[src/rtl/mips_ctrl_pipe_if.sv]
`default_nettype none
// ============================================================================
//  Module      : mips_ctrl_pipe_if
//  Description : Control bundle between the Decode-stage instruction source
//                and the pipelined main-control unit. The master side drives
//                the opcode and pipeline hazard controls. The slave side
//                returns the Decode branch/jump strobes, the staged controls
//                and the illegal-opcode status.
//  Revision    : 1.0 - initial release
// ============================================================================
interface mips_ctrl_pipe_if #(
  parameter int EXT_OPS = 1,
  parameter int CNT_W   = 8
);
  // Width of the ALU class field. It is wider when the extended ops are built in.
  localparam int ALUOP_W = (EXT_OPS != 0) ? 3 : 2;

  // Decode-side inputs to the control unit
  logic [5:0]         op_d;
  logic               stall_e;
  logic               flush_e;
  logic               clr_err;

  // Combinational Decode controls
  logic               branch_d;
  logic               bne_d;
  logic               jump_d;
  logic               illegal_d;

  // Execute stage controls
  logic               regwrite_e;
  logic               memtoreg_e;
  logic               memwrite_e;
  logic               alusrc_e;
  logic               regdst_e;
  logic               zeroext_e;
  logic [ALUOP_W-1:0] aluop_e;

  // Memory stage controls
  logic               regwrite_m;
  logic               memtoreg_m;
  logic               memwrite_m;

  // Writeback stage controls
  logic               regwrite_w;
  logic               memtoreg_w;

  // Illegal-opcode status
  logic               illegal_seen;
  logic [CNT_W-1:0]   illegal_cnt;

  modport master (
    output op_d, stall_e, flush_e, clr_err,
    input  branch_d, bne_d, jump_d, illegal_d,
    input  regwrite_e, memtoreg_e, memwrite_e, alusrc_e, regdst_e, zeroext_e, aluop_e,
    input  regwrite_m, memtoreg_m, memwrite_m,
    input  regwrite_w, memtoreg_w,
    input  illegal_seen, illegal_cnt
  );

  modport slave (
    input  op_d, stall_e, flush_e, clr_err,
    output branch_d, bne_d, jump_d, illegal_d,
    output regwrite_e, memtoreg_e, memwrite_e, alusrc_e, regdst_e, zeroext_e, aluop_e,
    output regwrite_m, memtoreg_m, memwrite_m,
    output regwrite_w, memtoreg_w,
    output illegal_seen, illegal_cnt
  );
endinterface
`default_nettype wire

[src/rtl/mips_ctrl_pipe.sv]
`default_nettype none
// ============================================================================
//  Module      : mips_ctrl_pipe
//  Description : Main control unit for the five-stage MIPS pipeline. It
//                decodes the opcode in Decode and gives the branch/jump
//                strobes straight back to Decode. The datapath controls then
//                travel through registered E, M and W stages, which support
//                stall and flush. Any unsupported opcode decodes to an all-zero
//                bubble. It is also recorded in a sticky flag and a saturating
//                counter.
//  Revision    : 1.0 - initial release
// ============================================================================
module mips_ctrl_pipe #(
  parameter int EXT_OPS = 1,
  parameter int CNT_W   = 8
) (
  input  logic             clk,
  input  logic             reset,   // asynchronous, active-low
  mips_ctrl_pipe_if.slave  bus
);

  localparam int ALUOP_W = (EXT_OPS != 0) ? 3 : 2;

  // Opcode encodings
  localparam logic [5:0] OP_RTYPE = 6'b000000;
  localparam logic [5:0] OP_LW    = 6'b100011;
  localparam logic [5:0] OP_SW    = 6'b101011;
  localparam logic [5:0] OP_BEQ   = 6'b000100;
  localparam logic [5:0] OP_ADDI  = 6'b001000;
  localparam logic [5:0] OP_J     = 6'b000010;
  localparam logic [5:0] OP_BNE   = 6'b000101;
  localparam logic [5:0] OP_ANDI  = 6'b001100;
  localparam logic [5:0] OP_ORI   = 6'b001101;
  localparam logic [5:0] OP_SLTI  = 6'b001010;

  // The 2-bit ALU class codes are the low bits of the 3-bit codes.
  // Narrowing with a cast lets one decode table serve both widths.
  localparam logic [ALUOP_W-1:0] ALU_ADD  = ALUOP_W'(3'b000);
  localparam logic [ALUOP_W-1:0] ALU_SUB  = ALUOP_W'(3'b001);
  localparam logic [ALUOP_W-1:0] ALU_FUNC = ALUOP_W'(3'b010);
  localparam logic [ALUOP_W-1:0] ALU_AND  = ALUOP_W'(3'b100);
  localparam logic [ALUOP_W-1:0] ALU_OR   = ALUOP_W'(3'b101);
  localparam logic [ALUOP_W-1:0] ALU_SLT  = ALUOP_W'(3'b111);

  localparam logic [CNT_W-1:0] CNT_MAX = {CNT_W{1'b1}};

  typedef struct packed {
    logic               regwrite;
    logic               memtoreg;
    logic               memwrite;
    logic               alusrc;
    logic               regdst;
    logic               zeroext;
    logic [ALUOP_W-1:0] aluop;
  } ctrl_e_t;

  typedef struct packed {
    logic regwrite;
    logic memtoreg;
    logic memwrite;
  } ctrl_m_t;

  typedef struct packed {
    logic regwrite;
    logic memtoreg;
  } ctrl_w_t;

  // Decode results
  ctrl_e_t          dec_ctrl;
  logic             dec_branch;
  logic             dec_bne;
  logic             dec_jump;
  logic             dec_illegal;
  logic             illegal_evt;

  // Pipeline registers and their next states
  ctrl_e_t          e_q, e_d;
  ctrl_m_t          m_q, m_d;
  ctrl_w_t          w_q, w_d;

  // Error tracking registers and their next states
  logic             seen_q, seen_d;
  logic [CNT_W-1:0] cnt_q, cnt_d;

  // Main decoder. The default is an illegal bubble. Each supported opcode clears illegal.
  always_comb begin
    dec_ctrl    = '0;
    dec_branch  = 1'b0;
    dec_bne     = 1'b0;
    dec_jump    = 1'b0;
    dec_illegal = 1'b1;
    case (bus.op_d)
      OP_RTYPE: begin
        dec_illegal       = 1'b0;
        dec_ctrl.regwrite = 1'b1;
        dec_ctrl.regdst   = 1'b1;
        dec_ctrl.aluop    = ALU_FUNC;
      end
      OP_LW: begin
        dec_illegal       = 1'b0;
        dec_ctrl.regwrite = 1'b1;
        dec_ctrl.memtoreg = 1'b1;
        dec_ctrl.alusrc   = 1'b1;
        dec_ctrl.aluop    = ALU_ADD;
      end
      OP_SW: begin
        dec_illegal       = 1'b0;
        dec_ctrl.memwrite = 1'b1;
        dec_ctrl.alusrc   = 1'b1;
        dec_ctrl.aluop    = ALU_ADD;
      end
      OP_BEQ: begin
        dec_illegal    = 1'b0;
        dec_branch     = 1'b1;
        dec_ctrl.aluop = ALU_SUB;
      end
      OP_ADDI: begin
        dec_illegal       = 1'b0;
        dec_ctrl.regwrite = 1'b1;
        dec_ctrl.alusrc   = 1'b1;
        dec_ctrl.aluop    = ALU_ADD;
      end
      // Extended ops stay illegal unless the extended set is built in.
      OP_J: begin
        if (EXT_OPS != 0) begin
          dec_illegal = 1'b0;
          dec_jump    = 1'b1;
        end
      end
      OP_BNE: begin
        if (EXT_OPS != 0) begin
          dec_illegal    = 1'b0;
          dec_bne        = 1'b1;
          dec_ctrl.aluop = ALU_SUB;
        end
      end
      OP_ANDI: begin
        if (EXT_OPS != 0) begin
          dec_illegal       = 1'b0;
          dec_ctrl.regwrite = 1'b1;
          dec_ctrl.alusrc   = 1'b1;
          dec_ctrl.zeroext  = 1'b1;
          dec_ctrl.aluop    = ALU_AND;
        end
      end
      OP_ORI: begin
        if (EXT_OPS != 0) begin
          dec_illegal       = 1'b0;
          dec_ctrl.regwrite = 1'b1;
          dec_ctrl.alusrc   = 1'b1;
          dec_ctrl.zeroext  = 1'b1;
          dec_ctrl.aluop    = ALU_OR;
        end
      end
      OP_SLTI: begin
        if (EXT_OPS != 0) begin
          dec_illegal       = 1'b0;
          dec_ctrl.regwrite = 1'b1;
          dec_ctrl.alusrc   = 1'b1;
          dec_ctrl.aluop    = ALU_SLT;
        end
      end
      default: begin
      end
    endcase
  end

  // Pipeline next state. Flush beats stall. A stall freezes E and feeds M a bubble.
  always_comb begin
    e_d = e_q;
    m_d = '{regwrite: e_q.regwrite, memtoreg: e_q.memtoreg, memwrite: e_q.memwrite};
    w_d = '{regwrite: m_q.regwrite, memtoreg: m_q.memtoreg};
    if (bus.flush_e) begin
      e_d = '0;
    end else if (bus.stall_e) begin
      m_d = '0;
    end else begin
      e_d = dec_ctrl;
    end
  end

  // An illegal op counts only when it really enters Execute.
  assign illegal_evt = dec_illegal & ~bus.stall_e & ~bus.flush_e;

  // Error tracking next state. A clear wins over an event in the same cycle.
  always_comb begin
    seen_d = seen_q;
    cnt_d  = cnt_q;
    if (bus.clr_err) begin
      seen_d = 1'b0;
      cnt_d  = '0;
    end else if (illegal_evt) begin
      seen_d = 1'b1;
      if (cnt_q != CNT_MAX) begin
        cnt_d = cnt_q + 1'b1;
      end
    end
  end

  // Stage registers. Reset throws away every in-flight control immediately.
  always_ff @(posedge clk or negedge reset) begin
    if (!reset) begin
      e_q <= '0;
      m_q <= '0;
      w_q <= '0;
    end else begin
      e_q <= e_d;
      m_q <= m_d;
      w_q <= w_d;
    end
  end

  // Sticky illegal flag and saturating counter
  always_ff @(posedge clk or negedge reset) begin
    if (!reset) begin
      seen_q <= 1'b0;
      cnt_q  <= '0;
    end else begin
      seen_q <= seen_d;
      cnt_q  <= cnt_d;
    end
  end

  // Decode strobes go back to Decode combinationally.
  assign bus.branch_d     = dec_branch;
  assign bus.bne_d        = dec_bne;
  assign bus.jump_d       = dec_jump;
  assign bus.illegal_d    = dec_illegal;

  assign bus.regwrite_e   = e_q.regwrite;
  assign bus.memtoreg_e   = e_q.memtoreg;
  assign bus.memwrite_e   = e_q.memwrite;
  assign bus.alusrc_e     = e_q.alusrc;
  assign bus.regdst_e     = e_q.regdst;
  assign bus.zeroext_e    = e_q.zeroext;
  assign bus.aluop_e      = e_q.aluop;

  assign bus.regwrite_m   = m_q.regwrite;
  assign bus.memtoreg_m   = m_q.memtoreg;
  assign bus.memwrite_m   = m_q.memwrite;

  assign bus.regwrite_w   = w_q.regwrite;
  assign bus.memtoreg_w   = w_q.memtoreg;

  assign bus.illegal_seen = seen_q;
  assign bus.illegal_cnt  = cnt_q;

endmodule
`default_nettype wire

[src/flat_wrapper.sv]
// flat-port wrapper written by rule: the top's interface ports become plain ports
module mips_ctrl_pipe_flat 
#(
  parameter int EXT_OPS = 1,
  parameter int CNT_W   = 8
)
  (clk, reset, bus_op_d, bus_stall_e, bus_flush_e, bus_clr_err, bus_branch_d, bus_bne_d, bus_jump_d, bus_illegal_d, bus_regwrite_e, bus_memtoreg_e, bus_memwrite_e, bus_alusrc_e, bus_regdst_e, bus_zeroext_e, bus_aluop_e, bus_regwrite_m, bus_memtoreg_m, bus_memwrite_m, bus_regwrite_w, bus_memtoreg_w, bus_illegal_seen, bus_illegal_cnt);
  mips_ctrl_pipe_if #(.EXT_OPS(EXT_OPS), .CNT_W(CNT_W)) bus_i ();
  input  logic clk;
  input  logic reset;
  input wire logic [$bits(bus_i.op_d)-1:0] bus_op_d;
  input wire logic [$bits(bus_i.stall_e)-1:0] bus_stall_e;
  input wire logic [$bits(bus_i.flush_e)-1:0] bus_flush_e;
  input wire logic [$bits(bus_i.clr_err)-1:0] bus_clr_err;
  output wire logic [$bits(bus_i.branch_d)-1:0] bus_branch_d;
  output wire logic [$bits(bus_i.bne_d)-1:0] bus_bne_d;
  output wire logic [$bits(bus_i.jump_d)-1:0] bus_jump_d;
  output wire logic [$bits(bus_i.illegal_d)-1:0] bus_illegal_d;
  output wire logic [$bits(bus_i.regwrite_e)-1:0] bus_regwrite_e;
  output wire logic [$bits(bus_i.memtoreg_e)-1:0] bus_memtoreg_e;
  output wire logic [$bits(bus_i.memwrite_e)-1:0] bus_memwrite_e;
  output wire logic [$bits(bus_i.alusrc_e)-1:0] bus_alusrc_e;
  output wire logic [$bits(bus_i.regdst_e)-1:0] bus_regdst_e;
  output wire logic [$bits(bus_i.zeroext_e)-1:0] bus_zeroext_e;
  output wire logic [$bits(bus_i.aluop_e)-1:0] bus_aluop_e;
  output wire logic [$bits(bus_i.regwrite_m)-1:0] bus_regwrite_m;
  output wire logic [$bits(bus_i.memtoreg_m)-1:0] bus_memtoreg_m;
  output wire logic [$bits(bus_i.memwrite_m)-1:0] bus_memwrite_m;
  output wire logic [$bits(bus_i.regwrite_w)-1:0] bus_regwrite_w;
  output wire logic [$bits(bus_i.memtoreg_w)-1:0] bus_memtoreg_w;
  output wire logic [$bits(bus_i.illegal_seen)-1:0] bus_illegal_seen;
  output wire logic [$bits(bus_i.illegal_cnt)-1:0] bus_illegal_cnt;
  assign bus_i.op_d = bus_op_d;
  assign bus_i.stall_e = bus_stall_e;
  assign bus_i.flush_e = bus_flush_e;
  assign bus_i.clr_err = bus_clr_err;
  assign bus_branch_d = bus_i.branch_d;
  assign bus_bne_d = bus_i.bne_d;
  assign bus_jump_d = bus_i.jump_d;
  assign bus_illegal_d = bus_i.illegal_d;
  assign bus_regwrite_e = bus_i.regwrite_e;
  assign bus_memtoreg_e = bus_i.memtoreg_e;
  assign bus_memwrite_e = bus_i.memwrite_e;
  assign bus_alusrc_e = bus_i.alusrc_e;
  assign bus_regdst_e = bus_i.regdst_e;
  assign bus_zeroext_e = bus_i.zeroext_e;
  assign bus_aluop_e = bus_i.aluop_e;
  assign bus_regwrite_m = bus_i.regwrite_m;
  assign bus_memtoreg_m = bus_i.memtoreg_m;
  assign bus_memwrite_m = bus_i.memwrite_m;
  assign bus_regwrite_w = bus_i.regwrite_w;
  assign bus_memtoreg_w = bus_i.memtoreg_w;
  assign bus_illegal_seen = bus_i.illegal_seen;
  assign bus_illegal_cnt = bus_i.illegal_cnt;
  mips_ctrl_pipe #(.EXT_OPS(EXT_OPS), .CNT_W(CNT_W)) u_core (.clk(clk), .reset(reset), .bus(bus_i));
endmodule
[config.mk]
export PLATFORM = sky130hd
export DESIGN_NAME = mips_ctrl_pipe_flat
export DESIGN_NICKNAME = d
export VERILOG_FILES = /design/src/rtl/mips_ctrl_pipe_if.sv /design/src/rtl/mips_ctrl_pipe.sv /design/src/flat_wrapper.sv
export SDC_FILE = /design/constraint.sdc
export NUM_CORES = 1
export LEC_CHECK = 0
export ABC_AREA = 1
export BUFFER_PORTS_ARGS = -buffer_cell sky130_fd_sc_hd__buf_4
export CORE_MARGIN = 1
export CORE_UTILIZATION = 35
export CTS_CLUSTER_SIZE = 40
export DETAILED_ROUTE_END_ITERATION = 7
export HOLD_SLACK_MARGIN = 0.03
export PLACE_DENSITY = 0.69
export SYNTH_ARGS = -nofsm -noshare
export SYNTH_HDL_FRONTEND = slang
export SYNTH_SLANG_ARGS = --single-unit
[constraint.sdc]
create_clock -name clk -period 3 [get_ports clk]
set_clock_uncertainty 0.2 [all_clocks]
set_input_delay 0.6 -clock clk [delete_from_list [all_inputs] [get_ports clk]]
set_output_delay 0.6 -clock clk [all_outputs]
set_load 0.03 [all_outputs]
# ---- Word-level counts from Yosys, hierarchy flattened
# Index checks and enable logic that the tools add are counted.
# Widths: inputs -> output; s select.
dict set report totals {
  register_bits 23
  latchBits 0
  ramBits 0
  rom_bits 0
  inputBits 11
  out_inout_bits 27
  elab_cells 59
  n_memories 0
}
dict set report op_classes {
  addsub 1
  n_mul 0
  div_mod_pow 0
  magnitude_cmp 0
  n_eq_ne 11
  shifts 0
  mux 20
  n_bitwise 4
  reduce_logical 9
}
# cell count
set ops {}
lappend ops {{$eq 6x4->1 const B} 4}
lappend ops {{$mux 8} 3}
lappend ops {{$mux 9} 2}
lappend ops {{$pmux 3 s5} 1}
lappend ops {{$eq 6x3->1 const B} 2}
lappend ops {{$eq 6x6->1 const B} 2}
lappend ops {{$mux 1} 12}
lappend ops {{$reduce_or 6->1} 2}
lappend ops {{$reduce_or 10->1} 1}
lappend ops {{$add 8x1->8 const B} 1}
lappend ops {{$ne 8x8->1 const B} 1}
lappend ops {{$eq 6x2->1 const B} 1}
lappend ops {{$logic_not 6->1} 1}
lappend ops {{$mux 3} 2}
lappend ops {{$reduce_bool 2->1} 2}
lappend ops {{$reduce_or 2->1} 2}
lappend ops {{$and 1x1->1} 2}
lappend ops {{$ne 2x1->1 const B} 1}
lappend ops {{$not 1->1} 2}
lappend ops {{$reduce_and 2->1} 1}

# ---- Longest topological paths before layout
# Gate-level depths: netlist of run 1.
dict set report logic_depth {
  word_depth 7
  ltp_mapped 9
  depth_no_buf 9
}

# ---- Worst setup path before layout of run 1
# No wires, ideal clock.
dict set report synth_path {
  path_type {input to output}
  startpoint {input port bus_op_d[2]}
  endpoint {output port bus_illegal_d}
  t_arrival_ns 1.764
  required_time_ns 2.200
  setup_slack_ns 0.436
  cell_stages 5
  n_path_buf 0
  path_cell_list {inv_2 > nor2_1 > nand3_2 > inv_1 > nor3_1}
}
dict set report synth_between {
  elab_chain_cells 3
  elab_cells_between_ends 12
  cone_classes {eq/ne (9); mux (1); reduce/logical (2)}
}
# element line_no
set synth_rtl {}
lappend synth_rtl {{start, declared} flat_wrapper.sv:11} ;# input wire logic [$bits(bus_i.op_d)-1:0] bus_op_d;
lappend synth_rtl {{$eq 6x6->1 (tied with other cells)} mips_ctrl_pipe.sv:92} ;# case (bus.op_d)
lappend synth_rtl {{$reduce_or 10->1 (no source line) (*)} --}
lappend synth_rtl {{$mux 1 (*)} --}
lappend synth_rtl {{end, declared} flat_wrapper.sv:18} ;# output wire logic [$bits(bus_i.illegal_d)-1:0] bus_illegal_d;
# Every way passes the cells marked *; elsewhere a longest branch is shown, timed or not.

# ---- Worst setup path after layout of run 1
dict set report layout_path {
  startpoint {input port bus_op_d[0]}
  endpoint {output port bus_illegal_d}
}
# The elaborated chain is that of the path after synthesis.

==> flow_summary.json, run 1 <==
{
  "wl_per_cell_um": 11.1,
  "critPathLaunchType": "input port",
  "yosys_register_bits": 23,
  "syn_inst": 159,
  "maxSlewHeadroom_pct": 71.7,
  "htree_levels": 1,
  "cp_max_fo": 4,
  "fp.dieW_um": 63.0,
  "total_power_mw": 0.641,
  "r2r_slack_ns": 1.30,
  "multi_input_area_um2": 639,
  "p_int_mw": 0.455,
  "worst_slack_ns": 0.711,
  "cts_resized": 0,
  "switchingPower_mw": 0.187,
  "cts_setup_buffers": 0,
  "cts_hold_buf": 1,
  "cts-root-buf": "clkbuf_8",
  "clock-sinks": 23,
  "finalCriticalPeriod_ns": 2.29,
  "area_delta_synth_final_pct": 29.8,
  "async_flop_share_pct": 100,
  "antenna_found_initial": 0,
  "p_clk_share_pct": 30.0,
  "grt_pass1_wl_um": 4730,
  "fin_crit_sh_pct": 76.3,
  "via_count": 1162,
  "gr-usage-met2_pct": 21.6,
  "largest_reg_flops": 8,
  "path_clk_slew_ns": 0.08,
  "first_global_vias": 1020,
  "worst_pin_slew_ns": 0.424,
  "n_antenna_cell": 0,
  "fin_util_pct": 49.1,
  "fillers": 359,
  "yosysSeqAreaShare_pct": 44.2,
  "ys_warn_count": 0,
  "regArea_um2": 576,
  "io_pins": 38,
  "cts_tree": "built",
  "drtIter0Drc": 33,
  "synth_edf_count": 0,
  "met3_usage_pct": 2.19,
  "hpwl_um": 2100,
  "io_buffers": 37,
  "synth_nets": 171,
  "postRouteAntennaNets": 0,
  "min_path_type": "flip-flop to flip-flop",
  "chipHeight_um": 63.0,
  "outcome": "finished clean",
  "placedCellCount": 241,
  "critPathKind": "input port to primary output",
  "dieArea_um2": 3970,
  "nets": 213,
  "clock_latency_ns": 0.26,
  "ys.flop_type": "dfrtp_1",
  "reg2reg_depth": 6,
  "wirelength_um": 2740,
  "finalHoldViolCount": 0,
  "avgSynthCellArea_um2": 8.18,
  "rr_startpoint": "u_core.bus.illegal_cnt[0]",
  "grt.busiest_layer": "met1",
  "endpoint_kind": "primary output",
  "rr_endpoint": "u_core.bus.illegal_cnt[7]",
  "grt_overflow": 0,
  "setup_tns_ns": 0,
  "required_ns": 2.20,
  "drv_slew": 0,
  "rows": 21,
  "gr-usage-met1_pct": 22.0,
  "clock.fmax_ghz": 0.437,
  "cp.arrival_ns": 1.49,
  "p_leak_nw": 0.871,
  "numCtsBuffers": 3,
  "drcViolationCount": 0,
  "drive_gt1_share_pct": 30.5,
  "power_frac_comb_pct": 18.8,
  "place_congestion": 0.807,
  "grtUsageTotal_pct": 15.1,
  "ys_types": 30,
  "min_from": "u_core.bus.regwrite_m",
  "hold-path-endpoint": "u_core.bus.regwrite_w",
  "start_util_pct": 37.8,
  "design.core.area_um2": 3440,
  "dp_slack_ns": 0.718,
  "max-cap-violations": 0,
  "p_seq_share_pct": 51.2,
  "final_cells": 246,
  "rsz0062_at_grt": "no",
  "peakVddDrop_uv": 153,
  "syn_area_um2": 1300,
  "grt_max_degree": 24,
  "worst_hold_path.num_cells": 0,
  "vias_per_cell": 4.72,
  "setup_viol": 0,
  "max-clock-path-buffers": 2,
  "dr.pass1.iters": 5,
  "p_sw_share_pct": 29.1,
  "power-per-cell-area_nw_per_um2": 380
}
[logic make-up after synthesis]
group                    Yosys count  share of synthesized area (%)
buffers and inverters             23                           6.63
AO/OA/AOI/OAI                     11                           4.81
XOR/XNOR                           3                           2.02
adder cells (fa/ha/maj)            1                          0.961
AND/OR/NAND/NOR                   98                           41.3
flip-flops                        23                           44.2
[cells in the final DEF (no fill, tap or decap), types with 4 or more instances in the layout]
| cell type | n |
|---|---|
| buf_4 | 37 |
| dfrtp_1 | 23 |
| inv_1 | 18 |
| inv_2 | 4 |
| nand2_1 | 35 |
| nand3_1 | 20 |
| nand3_2 | 4 |
| nor2_1 | 17 |
| nor3_1 | 4 |
[critical path, cell delays in order]
cell	delay, ns
buf_4	0.13
inv_1	0.10
nor2_1	0.06
nand3_2	0.13
inv_1	0.07
nor3_1	0.21
buf_4	0.19
[synthesized netlist by cell type (3+ instances only)]
master / instances / area (um^2)
nand2_1: 35 / 131
nor2_1: 17 / 63.8
nand3_1: 20 / 100
a21oi_1: 3 / 15.0
nand3_2: 4 / 40.0
nor2_4: 3 / 33.8
dfrtp_1: 23 / 576
nor3_1: 4 / 20.0
inv_1: 18 / 67.6
inv_2: 4 / 15.0
[worst max path at each step]
stage                           start  cells after the start            end
after floorplan           bus_op_d[2]                      5  bus_illegal_d
after global placement    bus_op_d[0]                      7  bus_illegal_d
after detailed placement  bus_op_d[4]                      5     bus_jump_d
after CTS                 bus_op_d[0]                      7  bus_illegal_d
after global routing      bus_op_d[4]                      5     bus_jump_d
final                     bus_op_d[0]                      7  bus_illegal_d
[stage by stage]
| step | cell area [um^2] | hold WS (ns) |
|---|---|---|
| 2_1_floorplan | 1300 | 0.104 |
| 3_3_place_gp | 1630 | 0.159 |
| 3_5_place_dp | 1630 | 0.161 |
| 4_1_cts | 1690 | 0.182 |
| 5_1_grt | 1690 | 0.194 |
| 6_report | 1690 | 0.179 |
[area by class of cell]
class / count / share of cell area (%)
clock buffer: 3 / 2.44
clock inverter: 1 / 0.296
inverter: 22 / 4.89
multi-input combinational: 113 / 37.9
sequential: 23 / 34.1
tap: 46 / 3.41
timing repair buffer: 38 / 17.0
[per-layer routing]
layer | wire length (um) | up-vias
met5 | 0 | -
met4 | 51 | 0
met3 | 71 | 5
met2 | 1200 | 22
met1 | 1420 | 533
li1 | - | 602
[power groups by stage]
stage	Combinational [mW]	Clock, mW	Sequential, mW
after floorplan	0.0549	0	0.352
after global placement	0.119	0	0.335
after detailed placement	0.121	0	0.335
after CTS	0.122	0.196	0.329
after global routing	0.132	0.215	0.331
final	0.120	0.193	0.328
(Power assumes the default switching activity.)
==> run 2: changes to the inputs <==
- ABC_AREA: 1 -> 0
- PLACE_DENSITY: 0.69 -> 0.72
- clock period: 3 -> 2 ns (I/O delays scaled with it)
==> run 2 against run 1 <==
Register-to-register slack got worse by 1.2 ns. Die area decreased by 9.4%. Wire length fell by 3.5%. Final area down 7.0%. Utilization is 1.2 points higher. Setup slack worse by 0.65 ns. Combinational power grew 10%. Global-route usage rose by 0.60 points. Clock-buffer cell count is the same. Largest cell class is now sequential cells. Largest power group unchanged.
==> flow_summary.json, run 2 <==
{
  "peakVddDrop_uv": 165,
  "total_power_mw": 0.819,
  "drcViolationCount": 0,
  "min_path_type": "input port to flip-flop",
  "chipHeight_um": 59.9,
  "io_buffers": 37,
  "path_clk_slew_ns": 0.13,
  "clock_latency_ns": 0.30,
  "p_seq_share_pct": 58.1,
  "cp_max_fo": 11,
  "required_ns": 1.99,
  "grt_overflow": 0,
  "switchingPower_mw": 0.221,
  "synth_edf_count": 0,
  "clock-sinks": 23,
  "avgSynthCellArea_um2": 10.0,
  "maxSlewHeadroom_pct": 71.7,
  "max-cap-violations": 0,
  "worst_hold_path.num_cells": 2,
  "finalHoldViolCount": 0,
  "cp.arrival_ns": 1.93,
  "grtUsageTotal_pct": 15.7,
  "n_antenna_cell": 0,
  "postRouteAntennaNets": 0,
  "vias_per_cell": 5.17,
  "max-clock-path-buffers": 2,
  "reg2reg_depth": 6,
  "synthTopCellsByCount": "23 x dfrtp_1, 13 x a21oi_1, 8 x nand2_1",
  "synth_nets": 129,
  "most-common-layout-cells": "44 x buf_4, 23 x dfrtp_1, 13 x a21oi_1",
  "rows": 20,
  "grt_max_degree": 24,
  "ys.flop_type": "dfrtp_1",
  "syn_inst": 117,
  "crit_end": "u_core.bus.illegal_cnt[6]",
  "fp.dieW_um": 59.9,
  "p_clk_share_pct": 25.8,
  "rsz0062_at_grt": "no",
  "p_sw_share_pct": 27.0,
  "setup_tns_ns": 0,
  "synth_top_area_share_pct": 49.0,
  "worst_pin_slew_ns": 0.423,
  "ys_types": 39,
  "yosysTopAreaCell": "dfrtp_1",
  "dieArea_um2": 3590,
  "yosys_register_bits": 23,
  "start_util_pct": 37.6,
  "finalCriticalPeriod_ns": 1.94,
  "drive_gt1_share_pct": 35.8,
  "power_frac_comb_pct": 16.2,
  "cts-root-buf": "clkbuf_4",
  "rr_endpoint": "u_core.bus.illegal_cnt[3]",
  "yosysSeqAreaShare_pct": 49.0,
  "power-per-cell-area_nw_per_um2": 521,
  "io_pins": 38,
  "outcome": "finished clean",
  "critPathKind": "input port to flip-flop",
  "p_int_mw": 0.598,
  "wl_per_cell_um": 12.8,
  "ys_warn_count": 0,
  "nets": 175,
  "fin_crit_sh_pct": 96.9,
  "first_global_vias": 956,
  "area_delta_synth_final_pct": 33.8,
  "setup_viol": 0,
  "largest_reg_flops": 8,
  "critPathLaunchType": "input port",
  "grt_pass1_wl_um": 4300,
  "antenna_found_initial": 0,
  "via_count": 1065,
  "synth_most_common_cell": "dfrtp_1",
  "r2r_slack_ns": 0.10,
  "clock.fmax_ghz": 0.516,
  "dr.pass1.iters": 4,
  "hpwl_um": 2060,
  "place_congestion": 0.837,
  "p_leak_nw": 0.753,
  "layout_commonest_cell": "buf_4",
  "syn_area_um2": 1170,
  "drv_slew": 0,
  "wirelength_um": 2640,
  "fin_hold_ws_ns": 0.116,
  "design.core.area_um2": 3130,
  "endpoint_kind": "flip-flop",
  "htree_levels": 1,
  "numCtsBuffers": 3,
  "cts_tree": "built",
  "drtIter0Drc": 36,
  "async_flop_share_pct": 100,
  "startpoint": "bus_op_d[1]",
  "rr_startpoint": "u_core.bus.illegal_cnt[0]",
  "synth.area.top_cells": "dfrtp_1 49%, a21oi_1 5.5%, nor2b_1 2.7%, nand2_1 2.6%, o31ai_1 2.6%"
}
==> run 2: worst min-delay path by stage <==
stage | from | end | slack, ns
after floorplan | reset | u_core.bus.aluop_e[0] | -0.1
after global placement | reset | u_core.bus.illegal_cnt[4] | 0.11
after detailed placement | reset | u_core.bus.illegal_cnt[4] | 0.12
after CTS | bus_flush_e | u_core.bus.memtoreg_e | 0.10
after global routing | bus_flush_e | u_core.bus.memtoreg_e | 0.1
final | bus_flush_e | u_core.bus.memtoreg_e | 0.12
==> run 2: per-stage QoR <==
| stage | utilization [%] | cell area, um^2 | cells | setup WS (ns) |
|---|---|---|---|---|
| after floorplan | - | 1170 | 117 | 0.0179 |
| after global placement | 48.8 | 1530 | 201 | -0.0334 |
| after detailed placement | 48.8 | 1530 | 201 | -0.0705 |
| after CTS | 50.1 | 1570 | 206 | 0.0570 |
| after global routing | 50.2 | 1570 | 206 | 0.00375 |
| final | 50.2 | 1570 | 206 | 0.0611 |
==> run 2: layout make-up <==
class                      count  area (um^2)
clock buffer                   3         22.5
clock inverter                 1         5.00
fill                         310         1560
inverter                       5         18.8
multi-input combinational     84          543
sequential                    23          576
tap                           44         55.1
timing repair buffer          46          352
==> run 2: worst max-delay path: stages <==
cell and delay [ns]:
buf_4 0.13, and3_4 0.18, o311a_4 0.40, buf_4 0.18
nor4_1 0.31, mux2_1 0.34
==> run 2: power groups by stage <==
stage / logic (mW) / registers [mW] / clock network, mW
2_1_floorplan: 0.0572 / 0.497 / 0
3_3_place_gp: 0.126 / 0.484 / 0
3_5_place_dp: 0.130 / 0.485 / 0
4_1_cts: 0.133 / 0.476 / 0.224
5_1_grt: 0.145 / 0.477 / 0.240
6_report: 0.132 / 0.476 / 0.211
==> run 2: logic make-up after synthesis <==
logic type                 after synthesis  share of synthesized area, %
and+or+nand+nor                         48                          24.5
AOI/OAI and AO/OA                       32                          17.7
DFF                                     23                          49.0
buffers and inverters                   10                          5.11
muxes                                    3                          2.66
adders and majority gates                1                          1.06
==> run 2: metal layers <==
metal / GRT usage [%] / vias up / wire [um]
li1: - / 528 / -
met1: 20.2 / 504 / 1120
met2: 26.7 / 31 / 1380
met3: 3.03 / 2 / 118
met4: 4.32 / 0 / 25
met5: 0 / - / 0
==> run 2: timing repair <==
item                                   in CTS  in global routing
cloned                                      0                  0
endpoints found under the hold margin      23                  0
hold buffers                                1                  0
resized for setup                           1                  1
setup endpoints to repair                   1                  2
setup buffers                               1                  0
pin swaps                                   1                  0
